==> src/rtl/grid_pkg.sv <==
// rtl/grid_pkg.sv - shared cell/command/result types and address helper for the ship grid
package grid_pkg;

  localparam int DEF_GRID_SIZE = 12;
  localparam int DEF_MAX_LEN   = 5;

  typedef enum logic [1:0] {
    CELL_EMPTY = 2'd0,
    CELL_SHIP  = 2'd1,
    CELL_HIT   = 2'd2,
    CELL_MISS  = 2'd3
  } cell_t;

  typedef enum logic [1:0] {
    OP_CLEAR = 2'd0,
    OP_PLACE = 2'd1,
    OP_SHOOT = 2'd2,
    OP_RSVD  = 2'd3
  } cmd_op_t;

  typedef enum logic [1:0] {
    RES_OK     = 2'd0,
    RES_REJECT = 2'd1,
    RES_HIT    = 2'd2,
    RES_MISS   = 2'd3
  } result_t;

  function automatic logic [7:0] pack_addr(input logic [3:0] x, input logic [3:0] y);
    return {x, y};
  endfunction

endpackage

==> src/rtl/grid_ram.sv <==
// rtl/grid_ram.sv - 256x2 grid memory, one read/write port plus one read-only display port
// Both read ports are registered and read-first; contents are never reset.
module grid_ram (
  input  logic       clk_i,
  input  logic       rst_i,
  input  logic       a_we_i,
  input  logic [7:0] a_addr_i,
  input  logic [1:0] a_wdata_i,
  output logic [1:0] a_rdata_o,
  input  logic [7:0] b_addr_i,
  output logic [1:0] b_rdata_o
);

  logic [1:0] mem_q [256];
  logic [1:0] a_rdata_q;
  logic [1:0] b_rdata_q;

  always_ff @(posedge clk_i) begin
    if (a_we_i) begin
      mem_q[a_addr_i] <= a_wdata_i;
    end
  end

  always_ff @(posedge clk_i) begin
    if (rst_i) begin
      a_rdata_q <= 2'd0;
      b_rdata_q <= 2'd0;
    end else begin
      a_rdata_q <= mem_q[a_addr_i];
      b_rdata_q <= mem_q[b_addr_i];
    end
  end

  assign a_rdata_o = a_rdata_q;
  assign b_rdata_o = b_rdata_q;

endmodule

==> src/rtl/grid_ctl.sv <==
// rtl/grid_ctl.sv - command sequencer (clear/place/shoot) and display read port for one ship grid
module grid_ctl
  import grid_pkg::*;
#(
  parameter int GRID_SIZE = DEF_GRID_SIZE,
  parameter int MAX_LEN   = DEF_MAX_LEN
) (
  input  logic       clk,
  input  logic       rst,
  input  logic       cmd_valid,
  output logic       cmd_ready,
  input  logic [1:0] cmd_op,
  input  logic [3:0] cmd_x,
  input  logic [3:0] cmd_y,
  input  logic [2:0] cmd_len,
  input  logic       cmd_dir,
  output logic       done,
  output logic [1:0] result,
  input  logic [7:0] disp_addr,
  output logic [1:0] disp_status
);

  typedef enum logic [2:0] {
    ST_CLEAR, ST_IDLE, ST_CHECK, ST_WRITE, ST_SHOT_RD, ST_SHOT_WR, ST_DONE
  } state_t;

  localparam logic [4:0] GRID5   = 5'(GRID_SIZE);
  localparam logic [2:0] MAXLEN3 = 3'(MAX_LEN);

  state_t     state_q, state_d;
  logic [7:0] cnt_q, cnt_d;
  logic       clr_cmd_q, clr_cmd_d;
  logic [3:0] x_q, x_d, y_q, y_d;
  logic [2:0] len_q, len_d;
  logic       dir_q, dir_d;
  result_t    result_q, result_d;

  logic       ram_we;
  logic [7:0] ram_addr;
  cell_t      ram_wdata;
  logic [1:0] ram_rdata;
  cell_t      rd_cell;
  logic [3:0] cell_x, cell_y;
  logic [4:0] place_end;
  logic       place_bad, shot_bad;

  // cnt_q doubles as the sweep address in CLEAR and the ship cell index in CHECK/WRITE
  assign cell_x  = x_q + (dir_q ? 4'd0 : cnt_q[3:0]);
  assign cell_y  = y_q + (dir_q ? cnt_q[3:0] : 4'd0);
  assign rd_cell = cell_t'(ram_rdata);

  // 5-bit end coordinate so an origin near 15 plus length cannot wrap back into range
  assign place_end = (cmd_dir ? {1'b0, cmd_y} : {1'b0, cmd_x}) + {2'b00, cmd_len} - 5'd1;
  assign place_bad = (cmd_len == 3'd0) || (cmd_len > MAXLEN3) ||
                     ({1'b0, cmd_x} >= GRID5) || ({1'b0, cmd_y} >= GRID5) ||
                     (place_end >= GRID5);
  assign shot_bad  = ({1'b0, cmd_x} >= GRID5) || ({1'b0, cmd_y} >= GRID5);

  always_comb begin
    state_d   = state_q;
    cnt_d     = cnt_q;
    clr_cmd_d = clr_cmd_q;
    x_d       = x_q;
    y_d       = y_q;
    len_d     = len_q;
    dir_d     = dir_q;
    result_d  = result_q;
    ram_we    = 1'b0;
    ram_wdata = CELL_EMPTY;
    ram_addr  = pack_addr(cell_x, cell_y);

    case (state_q)
      ST_CLEAR: begin
        ram_we   = 1'b1;
        ram_addr = cnt_q;
        cnt_d    = cnt_q + 8'd1;
        if (cnt_q == 8'd255) begin
          if (clr_cmd_q) begin
            state_d  = ST_DONE;
            result_d = RES_OK;
          end else begin
            state_d = ST_IDLE;
          end
        end
      end
      ST_IDLE: begin
        if (cmd_valid) begin
          x_d       = cmd_x;
          y_d       = cmd_y;
          len_d     = cmd_len;
          dir_d     = cmd_dir;
          cnt_d     = 8'd0;
          clr_cmd_d = 1'b0;
          state_d   = ST_DONE;
          result_d  = RES_REJECT;
          case (cmd_op_t'(cmd_op))
            OP_CLEAR: begin
              clr_cmd_d = 1'b1;
              state_d   = ST_CLEAR;
            end
            OP_PLACE: if (!place_bad) state_d = ST_CHECK;
            OP_SHOOT: if (!shot_bad) state_d = ST_SHOT_RD;
            default: ;
          endcase
        end
      end
      ST_CHECK: begin
        // read of cell cnt_q is issued now; the data compared is for cell cnt_q-1
        if (cnt_q != 8'd0 && rd_cell != CELL_EMPTY) begin
          state_d  = ST_DONE;
          result_d = RES_REJECT;
        end else if (cnt_q[2:0] == len_q) begin
          state_d = ST_WRITE;
          cnt_d   = 8'd0;
        end else begin
          cnt_d = cnt_q + 8'd1;
        end
      end
      ST_WRITE: begin
        ram_we    = 1'b1;
        ram_wdata = CELL_SHIP;
        if (cnt_q[2:0] == len_q - 3'd1) begin
          state_d  = ST_DONE;
          result_d = RES_OK;
        end else begin
          cnt_d = cnt_q + 8'd1;
        end
      end
      ST_SHOT_RD: state_d = ST_SHOT_WR;
      ST_SHOT_WR: begin
        state_d = ST_DONE;
        case (rd_cell)
          CELL_EMPTY: begin
            ram_we    = 1'b1;
            ram_wdata = CELL_MISS;
            result_d  = RES_MISS;
          end
          CELL_SHIP: begin
            ram_we    = 1'b1;
            ram_wdata = CELL_HIT;
            result_d  = RES_HIT;
          end
          default: result_d = RES_REJECT;
        endcase
      end
      ST_DONE: state_d = ST_IDLE;
      default: state_d = ST_IDLE;
    endcase
  end

  always_ff @(posedge clk) begin
    if (rst) begin
      state_q   <= ST_CLEAR;
      cnt_q     <= 8'd0;
      clr_cmd_q <= 1'b0;
      x_q       <= 4'd0;
      y_q       <= 4'd0;
      len_q     <= 3'd0;
      dir_q     <= 1'b0;
      result_q  <= RES_OK;
    end else begin
      state_q   <= state_d;
      cnt_q     <= cnt_d;
      clr_cmd_q <= clr_cmd_d;
      x_q       <= x_d;
      y_q       <= y_d;
      len_q     <= len_d;
      dir_q     <= dir_d;
      result_q  <= result_d;
    end
  end

  assign cmd_ready = (state_q == ST_IDLE);
  assign done      = (state_q == ST_DONE);
  assign result    = result_q;

  grid_ram u_ram (
    .clk_i     (clk),
    .rst_i     (rst),
    .a_we_i    (ram_we),
    .a_addr_i  (ram_addr),
    .a_wdata_i (ram_wdata),
    .a_rdata_o (ram_rdata),
    .b_addr_i  (disp_addr),
    .b_rdata_o (disp_status)
  );

endmodule

==> config.mk <==
export PLATFORM = sky130hd
export DESIGN_NAME = grid_ctl
export DESIGN_NICKNAME = d
export VERILOG_FILES = /design/src/rtl/grid_pkg.sv /design/src/rtl/grid_ram.sv /design/src/rtl/grid_ctl.sv
export SDC_FILE = /design/constraint.sdc
export NUM_CORES = 1
export LEC_CHECK = 0
export ABC_CLOCK_PERIOD_IN_PS = 19200
export BUFFER_PORTS_ARGS = -buffer_cell sky130_fd_sc_hd__buf_4
export CAP_MARGIN = 10
export CORE_ASPECT_RATIO = 1.4
export CORE_UTILIZATION = 60
export CTS_CLUSTER_DIAMETER = 100
export CTS_CLUSTER_SIZE = 24
export DETAILED_ROUTE_END_ITERATION = 12
export PLACE_DENSITY = 0.8
export SLEW_MARGIN = 0
export SYNTH_ARGS = -nofsm -noshare
export SYNTH_HDL_FRONTEND = slang
export SYNTH_SLANG_ARGS = --single-unit
==> constraint.sdc <==
create_clock -name clk -period 19.2 [get_ports clk]
set_input_delay 3.84 -clock clk [delete_from_list [all_inputs] [get_ports clk]]
set_output_delay 3.84 -clock clk [all_outputs]
set_load 0.02 [all_outputs]
; ---- Word-level counts from Yosys, hierarchy flattened
; Memory sizes are Yosys's and may differ from the RTL's. A register that Yosys moved wholly into a read port is not among the register bits.
; Index checks and enable logic that the tools add are counted.
[totals]
ff_bits = 26
mem_bits_rw = 512
input_bits = 25
output_inout_bits = 6
word_cells = 92
n_memories = 1
[memory_table]
columns = memory, depth, word_bits, rd, rd_ports_with_merged_regs, wr, line
row1 = u_ram.mem_q, 256, 2, 2, 2, 1, grid_ram.sv:14  ; logic [1:0] mem_q [256];
[op_classes]
add_sub_neg = 6
magnitude_cmp = 4
n_eq_ne = 20
muxes = 33
n_reduce_logical = 20
[ops]
columns = op, n
row1 = 8-bit 2-to-1 mux, 5
row2 = 8-bit one-hot mux with 4 select lines, 1
row3 = 3-bit 2-to-1 mux, 7
row4 = 3-bit one-hot mux with 6 select lines, 1
row5 = "2-bit inequality test, second input constant", 7
row6 = 2-bit 2-to-1 mux, 6
row7 = 4-bit 2-to-1 mux, 3
row8 = 2-bit one-hot mux with 2 select lines, 3
row9 = 2-bit one-hot mux with 5 select lines, 1
row10 = "3-bit equality test, second input constant", 3
row11 = 3-bit one-hot mux with 3 select lines, 1
row12 = 4-bit adder, 2
row13 = "8-bit by 1-bit adder with 8-bit output, second input constant", 1
row14 = "8-bit equality test, second input constant", 1
row15 = "4-bit greater-or-equal comparator, second input constant", 2
row16 = 4-bit AND reduction, 2
row17 = 8-bit nonzero test, 1
row18 = "3-bit by 2-bit equality test with 1-bit output, second input constant", 2
row19 = 3-bit equality test, 2
row20 = 3-bit logical NOT, 2
row21 = 6-bit AND reduction, 1
row22 = 4-bit by 3-bit adder with 5-bit output, 1
row23 = "5-bit by 4-bit greater-or-equal comparator with 1-bit output, second input constant", 1
row24 = 1-bit logical OR, 5
row25 = 16 further kinds, 22

; ---- Logic depth before layout (Yosys ltp)
; Gate-level depths: netlist of run 1.
[depth]
depth_word = 9
ltp_mapped = 17
ltp_nobuf = 14

; ---- By module
; Synthesis of run 1 repeated with hierarchy kept, for this count alone.
[hier_totals]
cells_unflattened = 1956
area_unflattened_um2 = 27975.6
[by_module_without_submodules]
columns = module, instances, cells_each, area_per_inst_um2, seq_area_each_um2
row1 = grid_ram, 1, 1695, 25963.7, 15454.8
row2 = grid_ctl, 1, 261, 2011.9, 520.5

; ---- Worst setup path before layout of run 1
; OpenSTA, ideal clock, no wires.
[synth_path]
kind = register -> register
from = register state_q[1]
to = memory u_ram.mem_q[0][1] (data pin)
setup_time_ns = 2.225
arrival_ns = 11.217
required_ns = 16.975
slack_ns = 5.758
path_stages_with_launch = 5
n_path_buf = 2
period_less_slack_ns = 13.442
cell_sequence = dfxtp_1 > buf_4 > clkbuf_1 > nand2b_1 > nor3b_1
[synth_between]
elab_chain_cells = 2
word_cells_on_any_way = 3
cone_classes = 2 x eq/ne / 1 x mux
[synth_lines]
columns = element, line
row1 = start: declaration, grid_ctl.sv:30  ; state_t state_q, state_d;
row2 = start signal: assignment, grid_ctl.sv:162  ; state_q <= state_d;
row3 = 3-bit equality test / 3-bit by 2-bit equality test with 1-bit output (equally long branches), grid_ctl.sv:72  ; case (state_q)
row4 = 2-bit one-hot mux with 2 select lines (*), grid_ctl.sv:72
row5 = named net ram_wdata[1], grid_ctl.sv:40  ; cell_t ram_wdata;
row6 = end: declaration, grid_ram.sv:14
; The timed path passes the listed nets; every way through them passes the cells marked *.

==> impl_metrics.ini, run 1 <==
[synthesis]
mappedNetlistArea_um2 = 27500
synth_xor_area_share_pct = 0.573
avgSynthCellArea_um2 = 12.7
synth.distinct_cells = 75
yosys.area_share.simple_pct = 13.6
synthMuxAreaShare_pct = 17.0
synth_compound_area_share_pct = 6.30
synthAdderAreaFrac_pct = 0.901
synth-main-ff-cell = edfxtp_1
seq_area_frac_synth_pct = 58.1
ys_ff_latch = 542
synth_top_family_by_area = multiplexers
async_flop_share_pct = 0
synth_nets = 2213
syn_inst = 2170
synth_edf_count = 512
yosys_warnings = 0

[die]
die_h_um = 255
dieArea_um2 = 46700
num_rows = 92
core-area_um2 = 45100
die_w_um = 183
io_pins = 31
start_util_pct = 60.9

[global_routing]
grt_pass1_vias = 19800
gr-total-overflow = 0
grt_pass1_wl_um = 121000
antenna_found_initial = 0
grt_max_degree = 258
groute.usage.overall_pct = 35.6

[pwr]
power_density_nw_per_um2 = 109
pwr-share-clk_pct = 19.9
power_switching_uw = 1230
cellLeakagePower_uw = 0.00878
p_seq_share_pct = 41.8
p_int_uw = 1920
ir_worst_vdd_v = 0.000105
switching_share_pct = 39.1
comb_power_share_pct = 38.3

[timing]
fin_worst_skew_ns = 0.0209
finalSetupViolations = 0
period_share_pct = 36.2
slew_violations = 0
final_hold_viol_count = 0
worst_pin_slew_ns = 1.32
fmax_ghz = 0.144
finalSetupTns_ns = 0
layout_setup_ws_ns = 12.26
slew_headroom_pct = 12.0
min_period_ns = 6.94
rsz0062_at_grt = no

[clock_tree]
cts_made_buffers = 26
cts_tree = yes
clkLatencyLatePin_ns = 0.60
cts_buffer_depth = 3
post_cts_resized = 0
cts_hold_buf = 0
post_cts_buffers = 0
clkTransAtPathRegs_ns = 0.10
cts_max_level = 1
clockRootBuffer = clkbuf_16
clock_sinks = 542

[status]
outcome = finished clean

[drt]
num_vias = 20100
dr.first_iter.drc_count = 3189
drtPass1Iterations = 7
via_per_inst = 7.36
ant_nets = 0
routed_wl_um = 82300
route.detailed.drc = 0
detail_route.wl_per_cell_um = 30.1

[placement]
post-dp-hpwl_um = 50800
placed_area_um2 = 28000
portBuffers = 30
gp_congestion = 0.953
pre_cts_ws_ns = 11.75

[cells_and_area]
mostFrequentLayoutCells = edfxtp_1 (512), nand2_1 (429), nor2_1 (285)
postLayoutCellArea_um2 = 28800
layout.nets = 2145
drive_above_1_share_pct = 14.1
multi_input_area_um2 = 10600
seqCellArea_um2 = 16000
antenna_cells = 0
final_common_cell = edfxtp_1
areaGrowthSynthToFinish_pct = 4.72
fillers = 3253

[critical_path]
critPathRequiredTime_ns = 19.67
critPathKind = in -> reg
worstPathMaxFanout = 83
crit_arrival_ns = 7.41
cp-end-kind = flop
crit_path_start_kind = input pin

[flow_run]
drv_cap = 0

[min_path]
hp-class = reg -> reg
[state kept, by name, summed over array words and instances (netlist names)]
signal,flops
cnt_q,8
state_q,3
u_ram.mem_q,512
dir_q,1
u_ram.b_rdata_o,2
clr_cmd_q,1
u_ram.a_rdata_o,2
x_q,4
result,2
len_q,3
y_q,4
[final cells by class]
cell class	instances	area share (%)
multi-input combinational	1435	36.8
timing repair buffer	75	2.06
inverter	22	0.287
tap	611	2.66
clock inverter	1	0.0391
clock buffer	47	2.61
sequential	542	55.5
[synth_stat cells (all sizes together), types with 6 or more instances]
| master | count | area, um^2 |
|---|---|---|
| nor3 | 22 | 115 |
| nand2 | 431 | 1620 |
| a221oi | 9 | 78.8 |
| nor2 | 295 | 1130 |
| xor2 | 12 | 105 |
| xnor2 | 6 | 52.6 |
| a21oi | 61 | 305 |
| nor4 | 6 | 37.5 |
| a31oi | 28 | 175 |
| o21ai | 18 | 93.8 |
| mux2i | 85 | 863 |
| inv | 22 | 82.6 |
| buf | 98 | 606 |
| nand4 | 12 | 75.1 |
| edfxtp | 512 | 15400 |
| a32oi | 67 | 587 |
| nand3 | 97 | 485 |
| a211oi | 7 | 52.6 |
| clkbuf | 73 | 274 |
| ha | 15 | 188 |
| dfxtp | 30 | 601 |
| o22ai | 6 | 37.5 |
| mux4 | 168 | 3780 |
| and3 | 7 | 43.8 |
| and2 | 8 | 52.6 |
[cell families (layout without fill, tap and decap cells)]
group | Yosys count | after routing
multiplexers | 255 | 255
AO/OA/AOI/OAI | 241 | 241
AND/OR/NAND/NOR | 903 | 903
adder cells (fa/ha/maj) | 18 | 18
XOR/XNOR | 18 | 18
buffers and inverters | 193 | 145
flip-flops | 542 | 542
[per-stage QoR]
step / hold WS, ns / power [uW] / cells / util (%)
2_1_floorplan: 0.436 / 2160 / 2170 / -
3_3_place_gp: 0.446 / 2440 / 2685 / 62.1
3_5_place_dp: 0.454 / 2480 / 2685 / 62.1
4_1_cts: 0.467 / 3090 / 2733 / 63.8
5_1_grt: 0.496 / 3230 / 2733 / 63.8
6_report: 0.472 / 3150 / 2733 / 63.8
[critical path: stages]
cell,delay (ns)
buf_4,0.88
buf_4,0.71
mux4_2,0.40
mux4_2,0.50
mux4_2,0.53
nor2b_1,0.16
a211oi_1,0.22
a211oi_1,0.08
[power groups by stage]
stage / sequential (uW) / clock, uW / combinational (uW)
floorplan: 1330 / 0 / 829
global placement: 1340 / 0 / 1100
detailed placement: 1340 / 0 / 1140
CTS: 1310 / 623 / 1150
global route: 1320 / 660 / 1260
finish: 1320 / 627 / 1200
[per-layer routing]
metal  GRT usage (%)  up-vias  wire, um
met5               0        -         0
met4            26.1        0      7330
met3            10.1      549     12100
met2            56.7     1934     37900
met1            41.6     9564     25000
li1                -     8069         -
[final timing paths]
path / from / end / slack [ns] / cells past startpoint
setup reg to reg: dir_q / u_ram.a_rdata_o[1] / 13.31 / 15
hold / removal: y_q[3] / y_q[3] / 0.47 / 2
setup / recovery: disp_addr[0] / u_ram.b_rdata_o[0] / 12.26 / 8
hold reg to reg: y_q[3] / y_q[3] / 0.47 / 2
(Power assumes the default switching activity.)
==> inputs of run 2 (changes only) <==
--- a/config.mk
+++ b/config.mk
@@ -5,15 +5,15 @@
 export SDC_FILE = /design/constraint.sdc
 export NUM_CORES = 1
 export LEC_CHECK = 0
-export ABC_CLOCK_PERIOD_IN_PS = 19200
+export ABC_CLOCK_PERIOD_IN_PS = 5650
 export BUFFER_PORTS_ARGS = -buffer_cell sky130_fd_sc_hd__buf_4
 export CAP_MARGIN = 10
 export CORE_ASPECT_RATIO = 1.4
-export CORE_UTILIZATION = 60
+export CORE_UTILIZATION = 58
 export CTS_CLUSTER_DIAMETER = 100
 export CTS_CLUSTER_SIZE = 24
 export DETAILED_ROUTE_END_ITERATION = 12
-export PLACE_DENSITY = 0.8
+export PLACE_DENSITY = 0.81
 export SLEW_MARGIN = 0
 export SYNTH_ARGS = -nofsm -noshare
 export SYNTH_HDL_FRONTEND = slang
==> constraint.sdc (replaced) <==
create_clock -name clk -period 5.65 [get_ports clk]
set_input_delay 1.13 -clock clk [delete_from_list [all_inputs] [get_ports clk]]
set_output_delay 1.13 -clock clk [all_outputs]
set_load 0.02 [all_outputs]
==> run 2 against run 1 <==
Net effect:
- the flow now finishes with violations (DRC)
- clock power increased to 3.4 times the previous value
- first-iteration DRC count decreased by 7.1%
- global-route usage decreased by 2.2 points
- cell count grew 0.48%
- sequential share of layout area decreased by 0.19 points
- total power grew to 3.4 times the previous value
- combinational power grew to 3.5 times the previous value
- final area grew 0.34%
- worst setup slack worse by 11 ns
- wire length fell by 2.3%
- critical path type is now reg -> reg
- largest power group unchanged
==> impl_metrics.ini, run 2 (same netlist as run 1, synthesis figures left out) <==
[clock_tree]
cts_made_buffers = 26
cts_buffer_depth = 3
clock_sinks = 542
cts_hold_buf = 0
clockRootBuffer = clkbuf_16
post_cts_resized = 0
cts_tree = yes
post_cts_buffers = 0
cts_max_level = 1
clkLatencyLatePin_ns = 0.60
clkTransAtPathRegs_ns = 0.10

[pwr]
p_seq_share_pct = 41.5
comb_power_share_pct = 38.6
power.total_uw = 10700
pwr-share-clk_pct = 19.9
cellLeakagePower_uw = 0.00881
ir_worst_vdd_v = 0.000468
p_int_uw = 6560
switching_share_pct = 38.9
power_switching_uw = 4190
power_density_nw_per_um2 = 372

[cells_and_area]
fillers = 3388
postLayoutCellArea_um2 = 28900
drive_above_1_share_pct = 14.1
largest_reg_flops = 512
layout.nets = 2145
multi_input_area_um2 = 10600
mostFrequentLayoutCells = edfxtp_1 (512), nand2_1 (429), nor2_1 (285)
seqCellArea_um2 = 16000
final_common_cell = edfxtp_1
antenna_cells = 0
areaGrowthSynthToFinish_pct = 5.07
regMostFlops = u_ram.mem_q
reg_top3 = u_ram.mem_q x512, cnt_q x8

[flow_run]
drv_cap = 0

[placement]
post-dp-hpwl_um = 50100
placed_area_um2 = 28100
gp_congestion = 0.948
portBuffers = 30

[global_routing]
groute.usage.overall_pct = 33.4
grt_max_degree = 257
grt_pass1_wl_um = 118000
antenna_found_initial = 0
gr-total-overflow = 0
grt_pass1_vias = 19400

[critical_path]
crit_cells = 15
worstPathMaxFanout = 45
worstReg2RegStart = dir_q
critPathRequiredTime_ns = 6.20
worstSetupEndpoint = u_ram.a_rdata_o[0]
crit_slowest_cell = dfxtp_1
crit_family = simple AND/OR/NAND/NOR gates
path_cells = and2_1 -> ha_1 -> inv_1 -> fa_1 -> o31ai_1 -> nand2_4 -> buf_4 -> buf_4 -> nand2_1 -> a32oi_1 -> a31oi_1 -> nor3_1 -> nor4_1 -> o221a_2 -> o21ai_1
crit_path_start_kind = flop
critPathKind = reg -> reg
cp-end-kind = flop
critPathLaunch = dir_q
cpPeakStageDelay_ns = 0.57
critPathBufInv = 3
worstReg2RegEnd = u_ram.a_rdata_o[0]
regToRegSetupSlack_ns = 0.91
r2r_cells = 15
crit_top_cell = buf_4
crit_arrival_ns = 5.29

[die]
core-area_um2 = 46900
die_w_um = 186
num_rows = 94
io_pins = 31
die_h_um = 260
dieArea_um2 = 48300
start_util_pct = 58.6

[min_path]
hp-class = reg -> reg

[drt]
via_per_inst = 7.19
route.detailed.drc = 1
drtPass1Iterations = 10
detail_route.wl_per_cell_um = 29.3
ant_nets = 0
dr.first_iter.drc_count = 2962
num_vias = 19800
routed_wl_um = 80400

[timing]
finalSetupTns_ns = 0
fmax_ghz = 0.211
worst_pin_slew_ns = 1.22
final_hold_viol_count = 0
rsz0062_at_grt = no
min_period_ns = 4.74
slew_headroom_pct = 18.1
finalSetupViolations = 0
fin_worst_skew_ns = 0.0378
slew_violations = 0
period_share_pct = 83.9

[status]
violations = DRC
outcome = complete, but fails checks
run 2: cell count changes in the layout (fill, tap and decap cells not counted):
| cell | change |
|---|---|
| nor3b_2 | -1 |
| nor2_4 | +1 |
| nor2_2 | -1 |
| o31ai_4 | +1 |
| o31ai_2 | -1 |
| buf_12 | +5 |
| buf_4 | -5 |
| nor3b_4 | +1 |
run 2: worst min-delay path by stage:
stage / start / end / cells after the start
floorplan: y_q[3] / y_q[3] / 2
finish: y_q[0] / y_q[0] / 2
detailed placement: y_q[3] / y_q[3] / 2
global route: y_q[3] / y_q[3] / 2
CTS: y_q[3] / y_q[3] / 2
global placement: y_q[3] / y_q[3] / 2
run 2: area by class of cell:
class                   count  share of cell area, %
clock inverters             1                 0.0390
well taps                 624                   2.70
repair buffers             75                   2.27
multi-input cells        1435                   36.8
inverters                  22                  0.286
flip-flops and latches    542                   55.3
clock buffers              47                   2.60
run 2: metal layers:
layer  track usage [%]  vias to the layer above  routed length, um
met5                 0                        -                  0
met4              23.7                        0               6630
met3              7.35                      398              10200
met2              54.3                     1670              38400
met1              39.2                     9628              25100
li1                  -                     8058                  -
run 2: worst register-to-register path, delay by kind of cell, from the launching register on:
kind                     cells  cell delay [ns]
buffers and inverters        3             0.92
AND/OR/NAND/NOR              5             1.50
flip-flops                   1             0.57
AO/OA/AOI/OAI                5             0.96
adder cells (fa/ha/maj)      2             0.74
run 2: power groups by stage:
stage	clock, uW	sequential [uW]	combinational (uW)
global placement	0	4540	3890
detailed placement	0	4550	3980
floorplan	0	4510	2820
CTS	2140	4460	3990
global route	2250	4470	4300
finish	2140	4460	4150
run 2: stage by stage:
| stage | cells | util, % | setup WS [ns] | hold WS (ns) |
|---|---|---|---|---|
| 2_1_floorplan | 2170 | - | 0.303 | 0.436 |
| 3_3_place_gp | 2698 | 59.9 | 1.13 | 0.454 |
| 3_5_place_dp | 2698 | 59.9 | 1.10 | 0.462 |
| 4_1_cts | 2746 | 61.6 | 1.06 | 0.478 |
| 5_1_grt | 2746 | 61.6 | 0.793 | 0.507 |
| 6_report | 2746 | 61.6 | 0.908 | 0.476 |
